[config.mk]
export PLATFORM = sky130hd
export DESIGN_NAME = inst_prefetch_queue_flat
export DESIGN_NICKNAME = d
export VERILOG_FILES = /design/src/rtl/risc_pkg.sv /design/src/rtl/inst_prefetch_queue_if.sv /design/src/rtl/prefetch_fifo.sv /design/src/rtl/prefetch_fifo_chk.sv /design/src/rtl/inst_prefetch_queue.sv /design/src/flat_wrapper.sv
export SDC_FILE = /design/constraint.sdc
export NUM_CORES = 1
export LEC_CHECK = 0
export ABC_AREA = 0
export BUFFER_PORTS_ARGS = -buffer_cell sky130_fd_sc_hd__buf_4
export CAP_MARGIN = 20
export CORE_MARGIN = 1
export CORE_UTILIZATION = 60
export DETAILED_ROUTE_END_ITERATION = 7
export PLACE_DENSITY = 0.81
export SLEW_MARGIN = 20
export SYNTH_ARGS = -nofsm -noshare
export SYNTH_HDL_FRONTEND = slang
export SYNTH_SLANG_ARGS = --single-unit
[constraint.sdc]
create_clock -name clk -period 4.2 [get_ports clk]
set_input_delay 0.21 -clock clk [delete_from_list [all_inputs] [get_ports clk]]
set_output_delay 0.21 -clock clk [all_outputs]
set_load 0.1 [all_outputs]
[src/rtl/risc_pkg.sv]
// Shared definitions for the instruction prefetch queue.
// Contents: XLEN, the default halt word, the fetch FSM state enum and a
// saturating 32-bit increment helper used by the optional statistics counters.
package risc_pkg;

  localparam int XLEN = 32;
  localparam logic [XLEN-1:0] DEFAULT_HALT_WORD = 32'hffff_ffff;

  typedef enum logic [1:0] {
    IDLE  = 2'd0,
    REQ   = 2'd1,
    DRAIN = 2'd2,
    HALT  = 2'd3
  } fetch_state_e;

  function automatic logic [31:0] sat_inc32(input logic [31:0] v);
    if (v == 32'hffff_ffff) begin
      return v;
    end else begin
      return v + 32'd1;
    end
  endfunction

endpackage

[src/rtl/inst_prefetch_queue_if.sv]
// Bundle of the prefetch queue's handshake signals.
//   redirect/redirect_pc           : flush request and new word address from EX
//   mem_req/mem_addr/mem_ack/mem_rdata : req/ack instruction memory port
//   out_valid/out_inst/out_pc/out_ready : valid/ready port towards IF
//   halted                         : halt word fetched, fetching stopped
// Modport master is the prefetch queue; slave is its environment.
interface inst_prefetch_queue_if;
  import risc_pkg::*;

  logic            redirect;
  logic [XLEN-1:0] redirect_pc;
  logic            mem_req;
  logic [XLEN-1:0] mem_addr;
  logic            mem_ack;
  logic [XLEN-1:0] mem_rdata;
  logic            out_valid;
  logic [XLEN-1:0] out_inst;
  logic [XLEN-1:0] out_pc;
  logic            out_ready;
  logic            halted;

  modport master (
    input  redirect, redirect_pc, mem_ack, mem_rdata, out_ready,
    output mem_req, mem_addr, out_valid, out_inst, out_pc, halted
  );

  modport slave (
    output redirect, redirect_pc, mem_ack, mem_rdata, out_ready,
    input  mem_req, mem_addr, out_valid, out_inst, out_pc, halted
  );

endinterface

[src/rtl/prefetch_fifo.sv]
// DEPTH-entry FIFO holding {pc, inst} pairs for the prefetch queue.
// Ports: clk, rst_n (async, active-low), push/din, pop, flush (clears
// pointers and count; same-cycle push/pop ignored), head (entry at the read
// pointer, read straight from storage registers), count, full, empty.
// A push and pop in the same cycle while full is legal: the write lands in
// the slot the pop is vacating.
module prefetch_fifo #(
  parameter int DEPTH = 4,
  parameter int WIDTH = 64
) (
  input  logic                   clk,
  input  logic                   rst_n,
  input  logic                   push,
  input  logic                   pop,
  input  logic                   flush,
  input  logic [WIDTH-1:0]       din,
  output logic [WIDTH-1:0]       head,
  output logic [$clog2(DEPTH):0] count,
  output logic                   full,
  output logic                   empty
);
  localparam int PW = $clog2(DEPTH);
  localparam int CW = PW + 1;

  logic [WIDTH-1:0] mem_r [DEPTH];
  logic [PW-1:0]    wr_ptr_r;
  logic [PW-1:0]    rd_ptr_r;
  logic [CW-1:0]    count_r;
  logic             do_push_s;
  logic             do_pop_s;

  assign do_push_s = push & ~flush;
  assign do_pop_s  = pop & ~flush & (count_r != CW'(0));

  // Entry storage; cleared on reset so the head reads zero out of reset.
  always_ff @(posedge clk or negedge rst_n) begin
    if (!rst_n) begin
      for (int i = 0; i < DEPTH; i++) begin
        mem_r[i] <= WIDTH'(0);
      end
    end else if (do_push_s) begin
      mem_r[wr_ptr_r] <= din;
    end
  end

  // Pointer and occupancy bookkeeping.
  always_ff @(posedge clk or negedge rst_n) begin
    if (!rst_n) begin
      wr_ptr_r <= PW'(0);
      rd_ptr_r <= PW'(0);
      count_r  <= CW'(0);
    end else if (flush) begin
      wr_ptr_r <= PW'(0);
      rd_ptr_r <= PW'(0);
      count_r  <= CW'(0);
    end else begin
      if (do_push_s) wr_ptr_r <= wr_ptr_r + PW'(1);
      if (do_pop_s)  rd_ptr_r <= rd_ptr_r + PW'(1);
      case ({do_push_s, do_pop_s})
        2'b10:   count_r <= count_r + CW'(1);
        2'b01:   count_r <= count_r - CW'(1);
        default: count_r <= count_r;
      endcase
    end
  end

  assign head  = mem_r[rd_ptr_r];
  assign count = count_r;
  assign full  = (count_r == CW'(DEPTH));
  assign empty = (count_r == CW'(0));

  prefetch_fifo_chk #(.DEPTH(DEPTH)) u_chk (
    .clk   (clk),
    .rst_n (rst_n),
    .push  (push),
    .pop   (pop),
    .flush (flush),
    .count (count_r)
  );

endmodule

[src/rtl/prefetch_fifo_chk.sv]
// Assertion checker for prefetch_fifo.
// Ports: clk, rst_n, raw push/pop/flush requests and the current count.
module prefetch_fifo_chk #(
  parameter int DEPTH = 4
) (
  input logic                   clk,
  input logic                   rst_n,
  input logic                   push,
  input logic                   pop,
  input logic                   flush,
  input logic [$clog2(DEPTH):0] count
);
  localparam int CW = $clog2(DEPTH) + 1;

  // A push without a same-cycle pop must find a free slot.
  a_no_overflow: assert property (@(posedge clk) disable iff (!rst_n)
    (push && !pop && !flush) |-> (count < CW'(DEPTH)));

  // A pop is only requested while an entry is present.
  a_no_underflow: assert property (@(posedge clk) disable iff (!rst_n)
    (pop && !flush) |-> (count != CW'(0)));

endmodule

[src/rtl/inst_prefetch_queue.sv]
// Instruction prefetch queue between instruction memory and the IF stage.
// Issues sequential word-address fetches (one outstanding at most), buffers
// {pc, inst} in prefetch_fifo, presents the head via valid/ready, flushes on
// redirect and stops fetching after the halt word is fetched.
// Ports: clk, rst_n (async, active-low), bus (inst_prefetch_queue_if.master).
// Optional: define INST_PREFETCH_QUEUE_STATS_EN to add the saturating
// counters stat_fetches (accepted acks) and stat_flushes (redirect cycles).
module inst_prefetch_queue
  import risc_pkg::*;
#(
  parameter int              DEPTH     = 4,
  parameter logic [XLEN-1:0] RESET_PC  = 32'h0000_0000,
  parameter logic [XLEN-1:0] HALT_WORD = DEFAULT_HALT_WORD
) (
  input logic                  clk,
  input logic                  rst_n,
  inst_prefetch_queue_if.master bus
`ifdef INST_PREFETCH_QUEUE_STATS_EN
  ,
  output logic [31:0]          stat_fetches,
  output logic [31:0]          stat_flushes
`endif
);
  localparam int CW = $clog2(DEPTH) + 1;

  fetch_state_e      state_r;
  logic [XLEN-1:0]   fetch_pc_r;
  logic [XLEN-1:0]   mem_addr_r;
  logic              mem_req_r;
  logic              halted_r;
  logic              push_s;
  logic              pop_s;
  logic [2*XLEN-1:0] head_s;
  logic [CW-1:0]     fifo_count_s;
  logic              fifo_full_s;
  logic              fifo_empty_s;

  // Only an ack to a live (non-draining, non-redirected) request is kept.
  assign push_s = (state_r == REQ) & bus.mem_ack & ~bus.redirect;
  assign pop_s  = bus.out_ready & ~fifo_empty_s;

  // Fetch FSM. A request is only issued while the FIFO has a free slot and
  // no other request is outstanding, so the slot stays reserved until the ack.
  always_ff @(posedge clk or negedge rst_n) begin
    if (!rst_n) begin
      state_r    <= IDLE;
      fetch_pc_r <= RESET_PC;
      mem_addr_r <= RESET_PC;
      mem_req_r  <= 1'b0;
      halted_r   <= 1'b0;
    end else begin
      case (state_r)
        IDLE: begin
          if (bus.redirect) begin
            fetch_pc_r <= bus.redirect_pc;
          end else if (!fifo_full_s) begin
            mem_req_r  <= 1'b1;
            mem_addr_r <= fetch_pc_r;
            state_r    <= REQ;
          end
        end
        REQ: begin
          if (bus.redirect) begin
            fetch_pc_r <= bus.redirect_pc;
            if (bus.mem_ack) begin
              mem_req_r <= 1'b0;
              state_r   <= IDLE;
            end else begin
              state_r <= DRAIN;
            end
          end else if (bus.mem_ack) begin
            mem_req_r  <= 1'b0;
            fetch_pc_r <= fetch_pc_r + 32'd1;
            if (bus.mem_rdata == HALT_WORD) begin
              halted_r <= 1'b1;
              state_r  <= HALT;
            end else begin
              state_r <= IDLE;
            end
          end
        end
        DRAIN: begin
          // The stale request must still complete on the bus; its data is dropped.
          if (bus.redirect) fetch_pc_r <= bus.redirect_pc;
          if (bus.mem_ack) begin
            mem_req_r <= 1'b0;
            state_r   <= IDLE;
          end
        end
        HALT: begin
          if (bus.redirect) begin
            fetch_pc_r <= bus.redirect_pc;
            halted_r   <= 1'b0;
            state_r    <= IDLE;
          end
        end
        default: begin
          mem_req_r <= 1'b0;
          halted_r  <= 1'b0;
          state_r   <= IDLE;
        end
      endcase
    end
  end

  prefetch_fifo #(.DEPTH(DEPTH), .WIDTH(2 * XLEN)) u_fifo (
    .clk   (clk),
    .rst_n (rst_n),
    .push  (push_s),
    .pop   (pop_s),
    .flush (bus.redirect),
    .din   ({mem_addr_r, bus.mem_rdata}),
    .head  (head_s),
    .count (fifo_count_s),
    .full  (fifo_full_s),
    .empty (fifo_empty_s)
  );

  assign bus.mem_req   = mem_req_r;
  assign bus.mem_addr  = mem_addr_r;
  assign bus.halted    = halted_r;
  assign bus.out_valid = (fifo_count_s != CW'(0));
  assign bus.out_pc    = head_s[2*XLEN-1:XLEN];
  assign bus.out_inst  = head_s[XLEN-1:0];

`ifdef INST_PREFETCH_QUEUE_STATS_EN
  logic [31:0] stat_fetches_r;
  logic [31:0] stat_flushes_r;

  // Saturating event counters for accepted fetches and flushes.
  always_ff @(posedge clk or negedge rst_n) begin
    if (!rst_n) begin
      stat_fetches_r <= 32'd0;
      stat_flushes_r <= 32'd0;
    end else begin
      if (push_s)       stat_fetches_r <= sat_inc32(stat_fetches_r);
      if (bus.redirect) stat_flushes_r <= sat_inc32(stat_flushes_r);
    end
  end

  assign stat_fetches = stat_fetches_r;
  assign stat_flushes = stat_flushes_r;
`endif

endmodule
[src/flat_wrapper.sv]
// flat-port wrapper written by rule: the top's interface ports become plain ports
module inst_prefetch_queue_flat import risc_pkg::*;
#(
  parameter int              DEPTH     = 4,
  parameter logic [XLEN-1:0] RESET_PC  = 32'h0000_0000,
  parameter logic [XLEN-1:0] HALT_WORD = DEFAULT_HALT_WORD
)
  (clk, rst_n, bus_redirect, bus_redirect_pc, bus_mem_ack, bus_mem_rdata, bus_out_ready, bus_mem_req, bus_mem_addr, bus_out_valid, bus_out_inst, bus_out_pc, bus_halted);
  inst_prefetch_queue_if bus_i ();
  input logic clk;
  input logic rst_n;
  input wire logic [$bits(bus_i.redirect)-1:0] bus_redirect;
  input wire logic [$bits(bus_i.redirect_pc)-1:0] bus_redirect_pc;
  input wire logic [$bits(bus_i.mem_ack)-1:0] bus_mem_ack;
  input wire logic [$bits(bus_i.mem_rdata)-1:0] bus_mem_rdata;
  input wire logic [$bits(bus_i.out_ready)-1:0] bus_out_ready;
  output wire logic [$bits(bus_i.mem_req)-1:0] bus_mem_req;
  output wire logic [$bits(bus_i.mem_addr)-1:0] bus_mem_addr;
  output wire logic [$bits(bus_i.out_valid)-1:0] bus_out_valid;
  output wire logic [$bits(bus_i.out_inst)-1:0] bus_out_inst;
  output wire logic [$bits(bus_i.out_pc)-1:0] bus_out_pc;
  output wire logic [$bits(bus_i.halted)-1:0] bus_halted;
  assign bus_i.redirect = bus_redirect;
  assign bus_i.redirect_pc = bus_redirect_pc;
  assign bus_i.mem_ack = bus_mem_ack;
  assign bus_i.mem_rdata = bus_mem_rdata;
  assign bus_i.out_ready = bus_out_ready;
  assign bus_mem_req = bus_i.mem_req;
  assign bus_mem_addr = bus_i.mem_addr;
  assign bus_out_valid = bus_i.out_valid;
  assign bus_out_inst = bus_i.out_inst;
  assign bus_out_pc = bus_i.out_pc;
  assign bus_halted = bus_i.halted;
  inst_prefetch_queue #(.DEPTH(DEPTH), .RESET_PC(RESET_PC), .HALT_WORD(HALT_WORD)) u_core (.clk(clk), .rst_n(rst_n), .bus(bus_i));
endmodule
## After elaboration in Yosys (flattened, before gate mapping)

Cells that the tools add are included.

| cells by class | value |
|---|---|
| add/subtract/negate cells | 5 |
| order comparisons | 3 |
| equality and inequality tests | 17 |
| muxes and demuxes | 34 |
| bitwise gates (word level) | 11 |
| reduce and logical (&&, ||, !) cells | 16 |

Operators by type and width:

| kind | count |
|---|---|
| 256-bit bitwise mux | 1 |
| 64-bit 2-to-1 mux | 3 |
| 64-bit binary-select mux with 2-bit select | 1 |
| 64-bit demux with 2-bit select | 1 |
| 32-bit 2-to-1 mux | 3 |
| 32-bit case mux with 2 select lines | 1 |
| 32-bit by 1-bit adder with 32-bit output (second input constant) | 1 |
| 32-bit == test (second input constant) | 1 |
| 2-bit 2-to-1 mux | 12 |
| 2-bit inequality test (second input constant) | 7 |
| 5-bit AND reduction | 2 |
| 2-bit case mux with 4 select lines | 1 |
| 2-bit nonzero test | 4 |
| 1-bit 2-to-1 mux | 7 |
| 1-bit AND | 6 |
| 2-bit == test (second input constant) | 3 |
| 3-bit greater-or-equal comparator (second input constant) | 2 |
| 2-bit NOT with 3-bit output | 2 |
| 3-bit case mux with 2 select lines | 1 |
| 3-bit nonzero test | 2 |
| 2-bit by 1-bit adder with 2-bit output (second input constant) | 2 |
| 2-bit by 1-bit == test with 1-bit output (second input constant) | 2 |
| 2-bit by 1-bit inequality test with 1-bit output (second input constant) | 2 |
| 1-bit case mux with 2 select lines | 2 |
| other kinds (15) | 17 |

| word-level totals | value |
|---|---|
| register bits after elaboration | 331 |
| bits of input ports | 69 |
| output and inout port bits | 99 |
| word-level logic and storage cells | 98 |

## Logic depth before layout (Yosys ltp)

| depth | value |
|---|---|
| word-level depth | 8 |
| mapped depth | 10 |
| depth with buffers taken out | 10 |

## Modules after synthesis

From an unflattened synthesis, not the netlist that was laid out.

| second synthesis, totals | value |
|---|---|
| cell total of the unflattened synthesis | 1022 |
| area total of the unflattened synthesis | 16349.4 sq um |

By module, submodules not included:

| module | instances | cells an instance | area each (sq um) | seq. area each (sq um) |
|---|---|---|---|---|
| prefetch_fifo | 1 | 674 | 12787.3 | 6581.3 |
| inst_prefetch_queue | 1 | 348 | 3562.2 | 1701.6 |

## Least setup slack after synthesis

OpenSTA, ideal clock, no wires.

| timing | value |
|---|---|
| path kind | input -> register |
| start | input bus_redirect |
| end | register u_core.u_fifo.count_r[2] (netlist: u_core.u_fifo.count[2]) |
| library setup time | 0.132 ns |
| arrival time | 1.947 ns |
| data required time | 4.068 ns |
| setup slack | 2.121 ns |
| cell stages on the path | 9 |
| path buffers | 3 |
| cells stage by stage | clkbuf_1 -> buf_1 -> clkbuf_1 -> nor2_1 -> fa_1 -> or3b_2 -> o21ai_0 -> xnor2_1 -> nor2_1 |

| between the ends | value |
|---|---|
| cells in the longest elaborated chain, start to end | 6 |
| elaborated cells on any way between the ends | 10 |
| those cells by class | eq/ne (2); mux (2); bitwise (5); reduce/logical (1) |

Ends and longest elaborated chain:

| what | line | text |
|---|---|---|
| from (decl) | flat_wrapper.sv:12 | `input wire logic [$bits(bus_i.redirect)-1:0] bus_redirect;` |
| 1-bit NOT (no source line) | n/a |  |
| 1-bit AND, on equally long branches | prefetch_fifo.sv:33, inst_prefetch_queue.sv:39 |  |
| 1-bit AND, on equally long branches | prefetch_fifo.sv:33, prefetch_fifo.sv:32 |  |
| 2-bit by 1-bit == test with 1-bit output / 2-bit == test (equally long branches) | prefetch_fifo.sv:59 | `case ({do_push_s, do_pop_s})` |
| 3-bit case mux with 2 select lines | prefetch_fifo.sv:59 |  |
| 3-bit 2-to-1 mux | prefetch_fifo.sv:52 | `end else if (flush) begin` |
| to (signal assigned) | prefetch_fifo.sv:60 | `2'b10: count_r <= count_r + CW'(1);` |
| to (signal assigned) | prefetch_fifo.sv:61 | `2'b01: count_r <= count_r - CW'(1);` |
| to (signal assigned) | prefetch_fifo.sv:62 | `default: count_r <= count_r;` |
| to (decl) | prefetch_fifo.sv:28 | `logic [CW-1:0] count_r;` |

Several ways; a longest one is shown, not always the timed one.
A chain may end at the register's enable or synchronous reset.

## Final worst setup path

| timing | value |
|---|---|
| start | register u_core.state_r[1] |
| end | register u_core.u_fifo.mem_r[197] (netlist name) |

| between the ends | value |
|---|---|
| cells in the longest elaborated chain, start to end | 4 |

Ends and longest elaborated chain:

| what | line | text |
|---|---|---|
| from (decl) | inst_prefetch_queue.sv:26 | `fetch_state_e state_r;` |
| from (signal assigned) | inst_prefetch_queue.sv:46 | `state_r <= IDLE;` |
| from (signal assigned) | inst_prefetch_queue.sv:59 | `state_r <= REQ;` |
| from (signal assigned) | inst_prefetch_queue.sv:67 | `state_r <= IDLE;` |
| 2-bit by 1-bit == test with 1-bit output | inst_prefetch_queue.sv:39 | `assign push_s = (state_r == REQ) & bus.mem_ack & ~bus.redirect;` |
| 1-bit AND (2 in series) | inst_prefetch_queue.sv:39 |  |
| 1-bit AND | prefetch_fifo.sv:32 | `assign do_push_s = push & ~flush;` |
| to (signal, indexed assignment) | prefetch_fifo.sv:42 | `mem_r[wr_ptr_r] <= din;` |
| to (decl) | prefetch_fifo.sv:25 | `logic [WIDTH-1:0] mem_r [DEPTH];` |

No other way between the ends.

==> reports/metrics.csv <==
metric,value,unit
status,"complete, no violations",
placed wire-length estimate,19.29,mm
Routed Antenna Nets,0,
warnings from Yosys,0,
Synth Register Bits,331,
drt drc,0,
core area,24320,um^2
Congestion Overflow GR,0,
crit start category,flip-flop,
share of layout cells above drive strength 1,47.68,%
slowest CP cell,nand2_4,
fin crit share,72.57,%
vias per inst,6.021,
Reg area,8290,um^2
Die Area,25480,um^2
initial antenna violation count,0,
fmax,328.1,MHz
Slew HR,26.79,%
Setup crit end,u_core.u_fifo.mem_r[197],
first-pass GRT wire length,53.21,mm
r2r startpoint,u_core.state_r[1],
CP startpoint,u_core.state_r[1],
CTS root buf,clkbuf_16,
GRT Util Overall,26.65,%
initial DRC count,624,
setup total negative slack,0,ns
H-tree level count,2,
crit-path leading delay family,simple AND/OR/NAND/NOR gates,
Die Ht,159.6,um
largest fanout on the critical path,64,
port bufs,167,
CTS tree,yes,
worst-path cell chain,inv_1 -> ha_1 -> nand2_1 -> nor2_1 -> nand2_4 -> mux2_2,
area of the multi-input gates,6217,um^2
worst stage delay on the critical path,0.71,ns
ys flop type,dfrtp_1,
routed len/inst,21.15,um
fill cell instance count of the final layout,1527,
fin nets,1281,
"Hold Violations, Final",0,
clk_lat worst skew,0.52,ns
max capacitance violation total,0,
Worst path depth,6,
worst endpoint required time,4.59,ns
die width,159.6,um
ANT cells,0,
Clock Sinks,331,
row count,57,
fin crit period,3.048,ns
Pre-antenna DRT Iters,6,
flop2flop setup slack,1.15,ns
HP Class,input pin to flip-flop,
Slew @ Worst Pin,1.098,ns
Worst setup EP type,flip-flop,
vias in the first global route,9889,
Synth async-reset ratio,100.0,%
pin count of the biggest net entering global routing,125,
syn avg cell area,15.19,um^2
CTS Buf Count,35,
Synth Instances,981,
R2R cell count,6,
Critical Setup Path Class,flip-flop to flip-flop,
Detailed Route WL,32.80,mm
top-level I/O count,168,
Area Growth Syn to Fin,20.60,%
RSZ-0062 raised after global routing,no,
WP data arrival,3.44,ns
reg-to-reg endpoint,u_core.u_fifo.mem_r[197],
via count,9339,
clk buf depth,3,
Final setup viols,0,
Final GP Congestion,0.8032,
post-synthesis net count,1061,
post-synthesis cell area,14900,um^2
Setup Skew,0.01529,ns
Starting Density,61.29,%
Post-synth EDFFs,0,
clk slew on worst S/H paths,0.06,ns
Synth cell types,57,
CP Buf/Inv Count,1,
"Seq/Total Area, Yosys",55.57,%
Max Slew Vio Count,0,
[state kept, by name, summed over array words and instances (netlist names)]
register and cells:
u_core.u_fifo.mem_r 256, u_core.bus.mem_req 1, u_core.u_fifo.count 3, u_core.bus.halted 1
u_core.u_fifo.wr_ptr_r 2, u_core.fetch_pc_r 32, u_core.u_fifo.rd_ptr_r 2, u_core.state_r 2
u_core.bus.mem_addr 32
[what timing repair did]
item,4_1_cts,5_1_grt
hold buffers,65,0
hold endpoints to repair,256,0
gates resized for setup,0,0
setup buffers,0,0
[cells by family after synthesis]
family	count (synthesis)	synth area share, %
buffers and inverters	64	2.888
muxes	355	31.64
DFF	331	55.57
adders and majority gates	11	0.9738
xor gates and xnor gates	19	1.117
and+or+nand+nor	135	5.003
AOI/OAI and AO/OA	66	2.804
[per-layer routing]
metal	wire, um	up-vias	GRT usage, %
li1	-	4110	-
met1	14320	4879	37.77
met2	16300	299	43.99
met3	1555	51	3.299
met4	630	0	7.474
met5	0	-	0
[worst min path at each step]
stage / from / to / depth (start not counted)
after floorplan: rst_n / u_core.bus.halted / 0
after global placement: rst_n / u_core.u_fifo.mem_r[212] / 1
after detailed placement: rst_n / u_core.u_fifo.mem_r[212] / 1
after CTS: bus_redirect_pc[19] / u_core.fetch_pc_r[19] / 3
after global routing: bus_redirect_pc[19] / u_core.fetch_pc_r[19] / 3
final: bus_redirect_pc[19] / u_core.fetch_pc_r[19] / 3
[final cells by class]
class | instances | share of cell area (%)
repair buffers | 236 | 11.01
clock buffers | 56 | 5.534
well taps | 324 | 2.255
flip-flops and latches | 331 | 46.12
clock inverters | 7 | 0.2576
inverters | 11 | 0.2297
multi-input cells | 586 | 34.59
[metrics by stage]
| step | hold slack (ns) | std cells | setup WS, ns | util, % | cell area [um^2] |
|---|---|---|---|---|---|
| floorplan | -0.08559 | 981 | 2.121 | - | 14900 |
| global placement | 0.2988 | 1423 | 1.317 | 66.95 | 16280 |
| detailed placement | 0.2902 | 1423 | 1.191 | 66.95 | 16280 |
| CTS | 0.06169 | 1551 | 1.179 | 73.91 | 17970 |
| global route | 0.06523 | 1551 | 0.9808 | 73.91 | 17970 |
| finish | 0.06298 | 1551 | 1.152 | 73.91 | 17970 |
[placed cells by master (no fill, tap or decap), drive strengths merged, types with 13 or more instances in the layout]
cell type,count
nand3,13
mux4,64
a21oi,13
nor2,23
dlygate4sd3,65
inv,13
nand2,37
clkbuf,56
buf,171
nand4,18
o21ai,24
mux2,289
dfrtp,331
[worst reg2reg max path: cells and delay by family (launching register included)]
| kind | cells | cell delay, ns |
|---|---|---|
| fa+ha+maj | 1 | 0.28 |
| buf+inv | 1 | 0.12 |
| flops | 1 | 0.41 |
| mux | 1 | 0.63 |
| simple gates | 3 | 1.49 |
[cells in the mapped netlist (10+ instances only)]
master	n	area share (%)
nand2_1	33	0.83
nor2_1	23	0.58
clkbuf_1	15	0.38
mux2_2	289	22
buf_6	24	1.8
mux4_2	64	9.7
xnor2_1	12	0.71
a21oi_1	13	0.44
inv_1	10	0.25
nand3_1	12	0.40
dfrtp_1	331	56
nand4_1	18	0.76
o21ai_0	23	0.77
ha_1	10	0.84
Power is left out: the tool's default activity adds up to more than one toggle a clock period on the data nets, which glitch-free logic cannot reach.
